$ cat src/rtl/l2_core_arbiter.sv
// Per-core request FIFOs feeding a round-robin arbiter and a registered L2 output stage.
// Packets are flat vectors of PKT_W bits; the MSB is the valid flag, passed through unmodified.
module l2_core_arbiter #(
   parameter int unsigned NUM_CORES  = 4,
   parameter int unsigned FIFO_DEPTH = 2,
   parameter int unsigned PKT_W      = 16
) (
   input  logic                         clk,
   input  logic                         reset,
   input  logic [NUM_CORES*PKT_W-1:0]   core_l2req_packet,
   output logic [NUM_CORES-1:0]         core_l2req_ready,
   output logic [PKT_W-1:0]             l2req_packet,
   input  logic                         l2_stall,
   output logic [$clog2(NUM_CORES)-1:0] grant_core,
   output logic                         pc_event_arb_conflict
);

   localparam int unsigned CW = $clog2(NUM_CORES);
   localparam int unsigned AW = $clog2(FIFO_DEPTH);
   localparam int unsigned NW = $clog2(FIFO_DEPTH + 1);
   localparam int unsigned VB = PKT_W - 1;

   logic [PKT_W-1:0] mem_q    [NUM_CORES][FIFO_DEPTH];
   logic [PKT_W-1:0] mem_d    [NUM_CORES][FIFO_DEPTH];
   logic [AW-1:0]    rd_ptr_q [NUM_CORES];
   logic [AW-1:0]    rd_ptr_d [NUM_CORES];
   logic [AW-1:0]    wr_ptr_q [NUM_CORES];
   logic [AW-1:0]    wr_ptr_d [NUM_CORES];
   logic [NW-1:0]    count_q  [NUM_CORES];
   logic [NW-1:0]    count_d  [NUM_CORES];

   logic [PKT_W-1:0] pkt_q, pkt_d;
   logic [CW-1:0]    grant_q, grant_d;
   logic [CW-1:0]    last_q, last_d;
   logic             conf_q, conf_d;

   logic [NUM_CORES-1:0] push, pop, nonempty;
   logic                 adv;
   logic                 win_found;
   logic [CW-1:0]        win_idx;
   logic [CW-1:0]        cand;
   logic [CW:0]          ne_cnt;

   // Ready depends only on the stored count, so there is no valid-to-ready path.
   always_comb begin
      adv       = !pkt_q[VB] || !l2_stall;
      win_found = 1'b0;
      win_idx   = '0;
      cand      = '0;
      ne_cnt    = '0;
      nonempty  = '0;
      push      = '0;
      pop       = '0;
      core_l2req_ready = '0;
      for (int unsigned i = 0; i < NUM_CORES; i++) begin
         nonempty[i]         = (count_q[i] != '0);
         core_l2req_ready[i] = (count_q[i] != NW'(FIFO_DEPTH));
         push[i]             = core_l2req_packet[i*PKT_W + VB] && core_l2req_ready[i];
         if (nonempty[i]) ne_cnt = ne_cnt + (CW+1)'(1);
      end
      for (int unsigned k = 1; k <= NUM_CORES; k++) begin
         cand = CW'((32'(last_q) + k) % NUM_CORES);
         if (!win_found && nonempty[cand]) begin
            win_found = 1'b1;
            win_idx   = cand;
         end
      end
      if (adv && win_found) pop[win_idx] = 1'b1;
   end

   always_comb begin
      mem_d    = mem_q;
      rd_ptr_d = rd_ptr_q;
      wr_ptr_d = wr_ptr_q;
      count_d  = count_q;
      pkt_d    = pkt_q;
      grant_d  = grant_q;
      last_d   = last_q;
      conf_d   = 1'b0;
      for (int unsigned i = 0; i < NUM_CORES; i++) begin
         if (push[i]) begin
            mem_d[i][wr_ptr_q[i]] = core_l2req_packet[i*PKT_W +: PKT_W];
            wr_ptr_d[i]           = wr_ptr_q[i] + AW'(1);
         end
         if (pop[i]) rd_ptr_d[i] = rd_ptr_q[i] + AW'(1);
         case ({push[i], pop[i]})
            2'b10:   count_d[i] = count_q[i] + NW'(1);
            2'b01:   count_d[i] = count_q[i] - NW'(1);
            default: count_d[i] = count_q[i];
         endcase
      end
      if (adv) begin
         if (win_found) begin
            pkt_d   = mem_q[win_idx][rd_ptr_q[win_idx]];
            grant_d = win_idx;
            last_d  = win_idx;
            conf_d  = (ne_cnt >= (CW+1)'(2));
         end else begin
            pkt_d[VB] = 1'b0;
         end
      end
   end

   always_ff @(posedge clk or posedge reset) begin
      if (reset) begin
         for (int unsigned i = 0; i < NUM_CORES; i++) begin
            for (int unsigned j = 0; j < FIFO_DEPTH; j++) mem_q[i][j] <= '0;
            rd_ptr_q[i] <= '0;
            wr_ptr_q[i] <= '0;
            count_q[i]  <= '0;
         end
         pkt_q   <= '0;
         grant_q <= '0;
         last_q  <= CW'(NUM_CORES - 1);
         conf_q  <= 1'b0;
      end else begin
         mem_q    <= mem_d;
         rd_ptr_q <= rd_ptr_d;
         wr_ptr_q <= wr_ptr_d;
         count_q  <= count_d;
         pkt_q    <= pkt_d;
         grant_q  <= grant_d;
         last_q   <= last_d;
         conf_q   <= conf_d;
      end
   end

   assign l2req_packet          = pkt_q;
   assign grant_core            = grant_q;
   assign pc_event_arb_conflict = conf_q;

endmodule

$ cat config.mk
export PLATFORM = sky130hd
export DESIGN_NAME = l2_core_arbiter
export DESIGN_NICKNAME = d
export VERILOG_FILES = /design/src/rtl/l2_core_arbiter.sv
export SDC_FILE = /design/constraint.sdc
export NUM_CORES = 1
export LEC_CHECK = 0
export ABC_CLOCK_PERIOD_IN_PS = 7290
export CORE_MARGIN = 1
export CORE_UTILIZATION = 25
export DETAILED_ROUTE_END_ITERATION = 12
export HOLD_SLACK_MARGIN = 0.08
export PLACE_DENSITY = 0.43
export SLEW_MARGIN = 40
export SYNTH_ARGS = -nofsm -noshare
export SYNTH_HDL_FRONTEND = slang
export SYNTH_SLANG_ARGS = --single-unit
$ cat constraint.sdc
create_clock -name clk -period 7.29 [get_ports clk]
set_input_delay 1.8225 -clock clk [delete_from_list [all_inputs] [get_ports clk]]
set_output_delay 1.8225 -clock clk [all_outputs]
set_load 0.1 [all_outputs]
==> results of run 1 <==
==> worst paths after layout <==
kind | cells past startpoint | endpoint | startpoint
worst max register to register | 9 | count_q[3] | count_q[4]
worst min register to register | 1 | mem_q[31] | mem_q[31]
worst min-delay path | 1 | mem_q[31] | mem_q[31]
worst max-delay path | 9 | count_q[1] | l2_stall
min in group asynchronous | 2 | mem_q[11] | reset
max in group asynchronous | 3 | mem_q[98] | reset
==> state kept, by name, summed over array words and instances, names as in the netlist <==
name / cells
wr_ptr_q: 4
pc_event_arb_conflict: 1
mem_q: 128
grant_core: 2
count_q: 8
last_q: 2
rd_ptr_q: 4
l2req_packet: 16
==> layout make-up <==
type                            instances  area, um2
Clock inverter                         13        149
Clock buffer                           19        453
Tap cell                              390        488
Multi-Input combinational cell        372       3260
Timing Repair Buffer                  102        880
Inverter                                4       20.0
Sequential cell                       165       4130
Fill cell                            3013      20300
==> per-stage QoR <==
stage | worst slack, ps | hold slack, ps
CTS | 3810 | 465
global placement | 3290 | 444
detailed placement | 3430 | 447
finish | 3860 | 466
global route | 3690 | 484
floorplan | 1010 | 427
==> per-layer routing <==
metal  up-vias  global-route usage, %  wire (um)
met1      2574                   18.8       9510
met4         0                   5.00        409
met3        26                   2.21        940
met2       146                   24.5      10600
li1       2296                      -          -
met5         -                      0          0
==> cell families (layout without fill, tap and decap cells) <==
logic type               Yosys count  count (layout)  share of synthesized area, %
adder cells (fa/ha/maj)            6               6                         0.994
buffers and inverters             44             138                          2.73
XOR/XNOR                          21              21                          2.44
AO/OA/AOI/OAI                    120             120                          9.56
AND/OR/NAND/NOR                   72              72                          4.67
multiplexers                     153             153                          24.9
flip-flops                       165             165                          54.7
==> Yosys cell counts (2+ instances only) <==
library cell and count:
nand2b_1 9, dfstp_2 2, clkbuf_1 29, nor3_1 6
o21ai_0 39, or2_2 7, o21ai_1 17, buf_2 3
mux4_1 2, dfrtp_1 163, buf_4 5, a22oi_1 18
inv_1 4, a31oi_1 36, ha_1 6, mux2i_1 17
mux4_2 13, mux2_2 121, xnor2_1 13, xor2_1 8
nor2_1 11, a21oi_1 2, nand3_1 5, nand2_1 26
==> worst max-delay path, stage by stage <==
cell and delay, ps:
clkdlybuf4s50_1 470, nand2_1 110, o21ai_4 190, buf_4 390, nor3_1 140, ha_1 240
xnor2_1 160, nor2_1 70, xor2_1 130
==> impl_metrics.py, run 1 <==
metrics = {
    "run_status": {
        "status": "finished clean",
    },
    "synthesis": {
        "synth.distinct_cells": 43,
        "synth_area_leaders": "dfrtp_1 54%, mux2_2 18%, mux4_2 3.9%",
        "yosysSeqAreaShare_pct": 54.7,
        "synthCells": 581,
        "yosysTopAreaCell": "dfrtp_1",
        "avgSynthCellArea_um2": 13.0,
        "synth-edff-count": 0,
        "synthFlopType": "dfrtp_1",
        "syn-cell-area_um2": 7550,
        "async_reset_ff_share_pct": 100,
        "synth_top_area_share_pct": 54.0,
        "synth_seq_cells": 165,
        "syn_nets": 654,
        "yosysWarningCount": 0,
    },
    "sta": {
        "finalClockSkew_ps": 14.9,
        "fin_crit_ps": 3430,
        "min_period_over_period_pct": 47.0,
        "worst_pin_slew_ps": 742,
        "relSlewSlack_pct": 50.5,
        "max_freq_mhz": 292,
        "tns_ps": 0,
        "rsz0062_at_grt": "no",
        "slew_viol_final": 0,
        "final-setup-viol-count": 0,
        "hold_viol_final": 0,
    },
    "placed_design": {
        "portBuffers": 89,
        "post_dp_cell_area_um2": 8780,
        "dp.cells": 1033,
        "place_hpwl_mm": 13.6,
        "gp_congestion": 0.748,
    },
    "global_routing": {
        "grt_max_degree": 82,
        "antenna_found_initial": 0,
        "overflow": 0,
        "grt_pass1_vias": 5388,
        "grt_pass1_wl_mm": 33.2,
        "grt_usage_pct": 14.5,
    },
    "floorplanning": {
        "die-area_um2": 30900,
        "io_pins": 90,
        "core_area_um2": 29600,
        "die_w_um": 176,
        "fp.dieH_um": 176,
        "rows": 63,
        "start_util_pct": 25.5,
    },
    "finish": {
        "layout_commonest_cell": "dfrtp_1",
        "nets": 735,
        "drive_gt1_share_pct": 33.2,
        "num_antenna_cells": 0,
        "fin_util_pct": 31.6,
        "final_cells": 1065,
        "fin_area_um2": 9380,
        "layout_common_cells": "163 x dfrtp_1, 121 x mux2_2, 66 x clkdlybuf4s50_1, 39 x o21ai_0, 36 x a31oi_1",
        "area_growth_pct": 24.2,
    },
    "route": {
        "routed_wl_mm": 21.5,
        "drt_iter0_markers": 312,
        "drc": 0,
        "dr.pass1.iters": 4,
        "vias": 5042,
        "routedWlPerCell_um": 20.2,
        "viasPerCell": 4.73,
        "drtAntennaViolNets": 0,
    },
    "critical_path": {
        "setup.worst_path.class": "in2reg",
        "cp_max_fo": 26,
        "required_ps": 7590,
        "startpoint_type": "input port",
        "cp-end-kind": "flop",
        "r2r_slack_ps": 3890,
        "cp.arrival_ps": 3730,
    },
    "hold_path": {
        "hold_path_class": "reg2reg",
    },
    "clock_tree": {
        "clockRootBuffer": "clkbuf_16",
        "cts_tree": "done",
        "post_cts_resized": 0,
        "cts_setup_buffers": 0,
        "clock_latency_ps": 430,
        "postCtsHoldBufs": 0,
        "htree_levels": 4,
        "cts_sinks": 165,
        "clock_tree.buffer_depth": 2,
        "cts_buffers": 17,
        "cts.clk_slew.worst_paths_ps": 70,
    },
    "run": {
        "maxCapViolations": 0,
    },
}
Power of run 1 is not shown: default switching activity piles up to over one toggle a cycle in this logic, so the estimate is an artifact.
==> run 2, diff against run 1 <==
--- a/config.mk
+++ b/config.mk
@@ -5,12 +5,12 @@
 export SDC_FILE = /design/constraint.sdc
 export NUM_CORES = 1
 export LEC_CHECK = 0
-export ABC_CLOCK_PERIOD_IN_PS = 7290
+export ABC_CLOCK_PERIOD_IN_PS = 3000
 export CORE_MARGIN = 1
 export CORE_UTILIZATION = 25
 export DETAILED_ROUTE_END_ITERATION = 12
 export HOLD_SLACK_MARGIN = 0.08
-export PLACE_DENSITY = 0.43
+export PLACE_DENSITY = 0.45
 export SLEW_MARGIN = 40
 export SYNTH_ARGS = -nofsm -noshare
 export SYNTH_HDL_FRONTEND = slang
==> constraint.sdc (replaced) <==
create_clock -name clk -period 3 [get_ports clk]
set_input_delay 0.75 -clock clk [delete_from_list [all_inputs] [get_ports clk]]
set_output_delay 0.75 -clock clk [all_outputs]
set_load 0.1 [all_outputs]
==> impl_metrics.py, run 2 (synthesized netlist as in run 1, its figures left out) <==
metrics = {
    "critical_path": {
        "cp.arrival_ps": 3010,
        "setup.worst_path.class": "reg2reg",
        "r2r_slack_ps": 330,
        "max_stage_delay_ps": 610,
        "cp-end-kind": "flop",
        "path_cells": "or4_4 -> a32oi_2 -> and3_1 -> buf_4 -> a31oi_1 -> a22oi_1 -> mux2i_1 -> o21ai_1",
        "startpoint_type": "flop",
        "cp_max_fo": 18,
        "required_ps": 3330,
        "crit_slowest_cell": "or4_4",
    },
    "clock_tree": {
        "cts.clk_slew.worst_paths_ps": 70,
        "cts_buffers": 17,
        "htree_levels": 4,
        "cts_setup_buffers": 0,
        "clockRootBuffer": "clkbuf_16",
        "clock_latency_ps": 440,
        "cts_sinks": 165,
        "post_cts_resized": 0,
        "cts_tree": "done",
        "postCtsHoldBufs": 0,
        "clock_tree.buffer_depth": 2,
    },
    "floorplanning": {
        "core_area_um2": 29600,
        "rows": 63,
        "die-area_um2": 30900,
        "fp.dieH_um": 176,
        "io_pins": 90,
        "start_util_pct": 25.5,
        "die_w_um": 176,
    },
    "placed_design": {
        "post_dp_cell_area_um2": 9060,
        "portBuffers": 89,
        "gp_congestion": 0.780,
        "dp.cells": 1059,
        "place_hpwl_mm": 15.3,
        "pre_cts_ws_ps": 319,
    },
    "sta": {
        "worst_slack_ps": 326,
        "min_period_over_period_pct": 89.1,
        "worst_pin_slew_ps": 597,
        "tns_ps": 0,
        "final-setup-viol-count": 0,
        "hold_viol_final": 0,
        "relSlewSlack_pct": 60.0,
        "fin_crit_ps": 2670,
        "max_freq_mhz": 374,
        "slew_viol_final": 0,
        "finalClockSkew_ps": 28.0,
        "rsz0062_at_grt": "no",
    },
    "global_routing": {
        "grt_pass1_wl_mm": 34.1,
        "overflow": 0,
        "antenna_found_initial": 0,
        "grt_pass1_vias": 5570,
        "grt_max_degree": 38,
        "grt_usage_pct": 14.9,
    },
    "finish": {
        "layout_common_cells": "163 x dfrtp_1, 121 x mux2_2, 66 x clkdlybuf4s50_1, 57 x buf_4, 39 x o21ai_0",
        "area_growth_pct": 28.2,
        "largest_reg_flops": 128,
        "drive_gt1_share_pct": 35.5,
        "num_antenna_cells": 0,
        "nets": 761,
        "fin_area_um2": 9680,
        "final_cells": 1091,
        "layout_commonest_cell": "dfrtp_1",
        "largest-register": "mem_q",
    },
    "route": {
        "routed_wl_mm": 21.8,
        "dr.pass1.iters": 5,
        "vias": 5172,
        "drc": 0,
        "drtAntennaViolNets": 0,
        "routedWlPerCell_um": 19.9,
        "viasPerCell": 4.74,
        "drt_iter0_markers": 283,
    },
    "run_status": {
        "status": "finished clean",
    },
    "hold_path": {
        "hold_path_class": "reg2reg",
    },
    "run": {
        "maxCapViolations": 0,
    },
}
## run 2: area by class of cell
type,instances,area [um2]
clock inverters,15,190
well taps,390,488
fillers,2982,20000
clock buffers,17,425
repair buffers,128,1190
multi-input cells,372,3240
inverters,4,18.8
flip-flops and latches,165,4130
## run 2: critical path, delay by kind of cell, from the launching register on
family / cells / cell delay, ps
compound gates: 4 / 680
mux: 1 / 150
flops: 1 / 440
simple gates: 2 / 960
buf+inv: 1 / 350
## run 2: worst paths after layout
kind,from,to,cells past startpoint
max reg2reg,count_q[4],l2req_packet[15],8
max,count_q[4],l2req_packet[15],8
min,mem_q[127],mem_q[127],1
max in group asynchronous,reset,mem_q[81],3
min reg2reg,mem_q[127],mem_q[127],1
min in group asynchronous,reset,l2req_packet[11],2
## run 2: metrics by stage
stage               utilization, %  hold WS (ps)
detailed placement            30.6           453
finish                        32.7           468
global placement              30.6           443
global route                  32.7           483
floorplan                        -           427
CTS                           32.7           470
## run 2: layer usage
layer  wire [um]  share of wire, %  track usage (%)  vias to the layer above
met5           0                 0                0                        -
met3         672               3.1             2.53                       25
li1            -                 -                -                     2348
met4         382               1.8             5.04                        0
met2       10800                50             24.5                      132
met1        9870                45             19.8                     2667
Power of run 2 is left out for the same reason.
==> run 3, diff against run 2 <==
--- a/config.mk
+++ b/config.mk
@@ -5,12 +5,12 @@
 export SDC_FILE = /design/constraint.sdc
 export NUM_CORES = 1
 export LEC_CHECK = 0
-export ABC_CLOCK_PERIOD_IN_PS = 3000
+export ABC_CLOCK_PERIOD_IN_PS = 2750
 export CORE_MARGIN = 1
-export CORE_UTILIZATION = 25
+export CORE_UTILIZATION = 28
 export DETAILED_ROUTE_END_ITERATION = 12
 export HOLD_SLACK_MARGIN = 0.08
-export PLACE_DENSITY = 0.45
+export PLACE_DENSITY = 0.47
 export SLEW_MARGIN = 40
 export SYNTH_ARGS = -nofsm -noshare
 export SYNTH_HDL_FRONTEND = slang
==> constraint.sdc (replaced) <==
create_clock -name clk -period 2.75 [get_ports clk]
set_input_delay 0.6875 -clock clk [delete_from_list [all_inputs] [get_ports clk]]
set_output_delay 0.6875 -clock clk [all_outputs]
set_load 0.1 [all_outputs]
==> impl_metrics.py, run 3 (synthesized netlist as in run 1, its figures left out) <==
metrics = {
    "route": {
        "routedWlPerCell_um": 20.3,
        "drtAntennaViolNets": 0,
        "drc": 4,
        "routed_wl_mm": 21.0,
        "dr.pass1.iters": 8,
        "vias": 5111,
        "viasPerCell": 4.93,
        "drt_iter0_markers": 238,
    },
    "floorplanning": {
        "start_util_pct": 28.7,
        "rows": 59,
        "core_area_um2": 26300,
        "fp.dieH_um": 166,
        "die_w_um": 166,
        "io_pins": 90,
        "die-area_um2": 27600,
    },
    "critical_path": {
        "cpMostUsedCell": "buf_4",
        "r2r_cells": 9,
        "cp_max_fo": 9,
        "crit_slowest_cell": "or4_4",
        "cp.arrival_ps": 2900,
        "required_ps": 3040,
        "startpoint_type": "flop",
        "max_stage_delay_ps": 600,
        "path_cells": "or4_4 -> a32oi_2 -> and3_2 -> buf_4 -> a31oi_1 -> a22o_1 -> buf_4 -> mux2i_1 -> o21ai_1",
        "cp-end-kind": "flop",
        "setup.worst_path.class": "reg2reg",
    },
    "sta": {
        "fin_crit_ps": 2620,
        "worst_pin_slew_ps": 646,
        "final-setup-viol-count": 0,
        "tns_ps": 0,
        "min_period_over_period_pct": 95.1,
        "finalClockSkew_ps": 9.53,
        "fin_hold_ws_ps": 463,
        "hold_viol_final": 0,
        "max_freq_mhz": 382,
        "slew_viol_final": 0,
        "relSlewSlack_pct": 56.9,
    },
    "finish": {
        "fillCellCount": 2580,
        "layout_common_cells": "163 x dfrtp_1, 121 x mux2_2, 66 x clkdlybuf4s50_1, 58 x buf_4, 39 x o21ai_0",
        "area_growth_pct": 27.2,
        "drive_gt1_share_pct": 35.8,
        "nets": 761,
        "layout_commonest_cell": "dfrtp_1",
        "fin_util_pct": 36.5,
        "num_antenna_cells": 0,
        "largest-register": "mem_q",
        "largest_reg_flops": 128,
    },
    "clock_tree": {
        "clock_latency_ps": 430,
        "cts.clk_slew.worst_paths_ps": 70,
        "clock_tree.buffer_depth": 2,
        "cts_tree": "done",
        "clockRootBuffer": "clkbuf_16",
        "cts_setup_buffers": 0,
        "htree_levels": 4,
        "cts_buffers": 17,
        "cts_sinks": 165,
    },
    "global_routing": {
        "grt_pass1_vias": 5550,
        "grt_max_degree": 75,
        "overflow": 0,
        "grt_usage_pct": 15.9,
        "antenna_found_initial": 0,
        "grt_pass1_wl_mm": 33.0,
    },
    "run_status": {
        "status": "complete, but fails checks",
        "violations": "design-rule violations",
    },
    "placed_design": {
        "place_hpwl_mm": 15.1,
        "gp_congestion": 0.800,
        "portBuffers": 89,
    },
    "hold_path": {
        "hold_path_class": "reg2reg",
        "hold_path_depth": 1,
    },
    "run": {
        "maxCapViolations": 0,
    },
}
run 3: cell types whose count changed in the layout (fill, tap and decap cells not counted):
cell        previous run  this run
clkbuf_8               0         3
and3_1                 1         0
buf_4                 57        58
clkinv_8               1         0
nor3_1                 6         5
nor3_2                 0         1
clkinvlp_4             4         3
clkinv_2               0         2
and3_2                 0         1
buf_12                 5         4
nand2_2                1         0
nand2_4                0         1
inv_8                  5         2
run 3: metrics by stage:
step | instances | instance area, um2 | setup WS (ps)
2_1_floorplan | 581 | 7550 | -34.6
3_3_place_gp | 1004 | 8980 | 211
3_5_place_dp | 1004 | 8980 | 161
4_1_cts | 1036 | 9590 | 139
5_1_grt | 1036 | 9600 | -10.6
6_report | 1036 | 9600 | 135
run 3: layout make-up:
type / instances / area [um2] / share of cell area, %
inverter: 4 / 18.8 / 0.195
sequential: 165 / 4130 / 43.0
clock buffer: 20 / 467 / 4.86
timing repair buffer: 128 / 1180 / 12.2
multi-input combinational: 372 / 3250 / 33.8
tap: 335 / 419 / 4.36
clock inverter: 12 / 143 / 1.49
run 3: worst max-delay path: cells and delay by family (launching register included):
kind                   cells  cell delay (ps)
and+or+nand+nor            2              860
AOI/OAI and AO/OA          4              600
DFF                        1              430
buffers and inverters      2              380
muxes                      1              190
run 3: layer usage:
metal	vias up	global-route usage (%)	wire (um)	share of wire [%]
met5	-	0	0	0
met4	0	4.92	402	1.9
met3	26	3.43	776	3.7
met2	121	27.1	10700	51
met1	2614	19.9	9100	43
li1	2350	-	-	-
run 3: timing repair:
action / in CTS / in global routing
hold buffers: 0 / 0
resized for setup: 0 / 3
endpoints found under the setup margin: 0 / 3
run 3: path summary, 6_finish.rpt:
| kind | to | from | slack, ps |
|---|---|---|---|
| setup / recovery | l2req_packet[4] | count_q[4] | 130 |
| hold / removal | mem_q[15] | mem_q[15] | 460 |
| setup reg to reg | l2req_packet[4] | count_q[4] | 130 |
| hold reg to reg | mem_q[15] | mem_q[15] | 460 |
| max in group asynchronous | last_q[0] | reset | 1560 |
| min in group asynchronous | mem_q[12] | reset | 520 |
Power of run 3 is left out for the same reason.
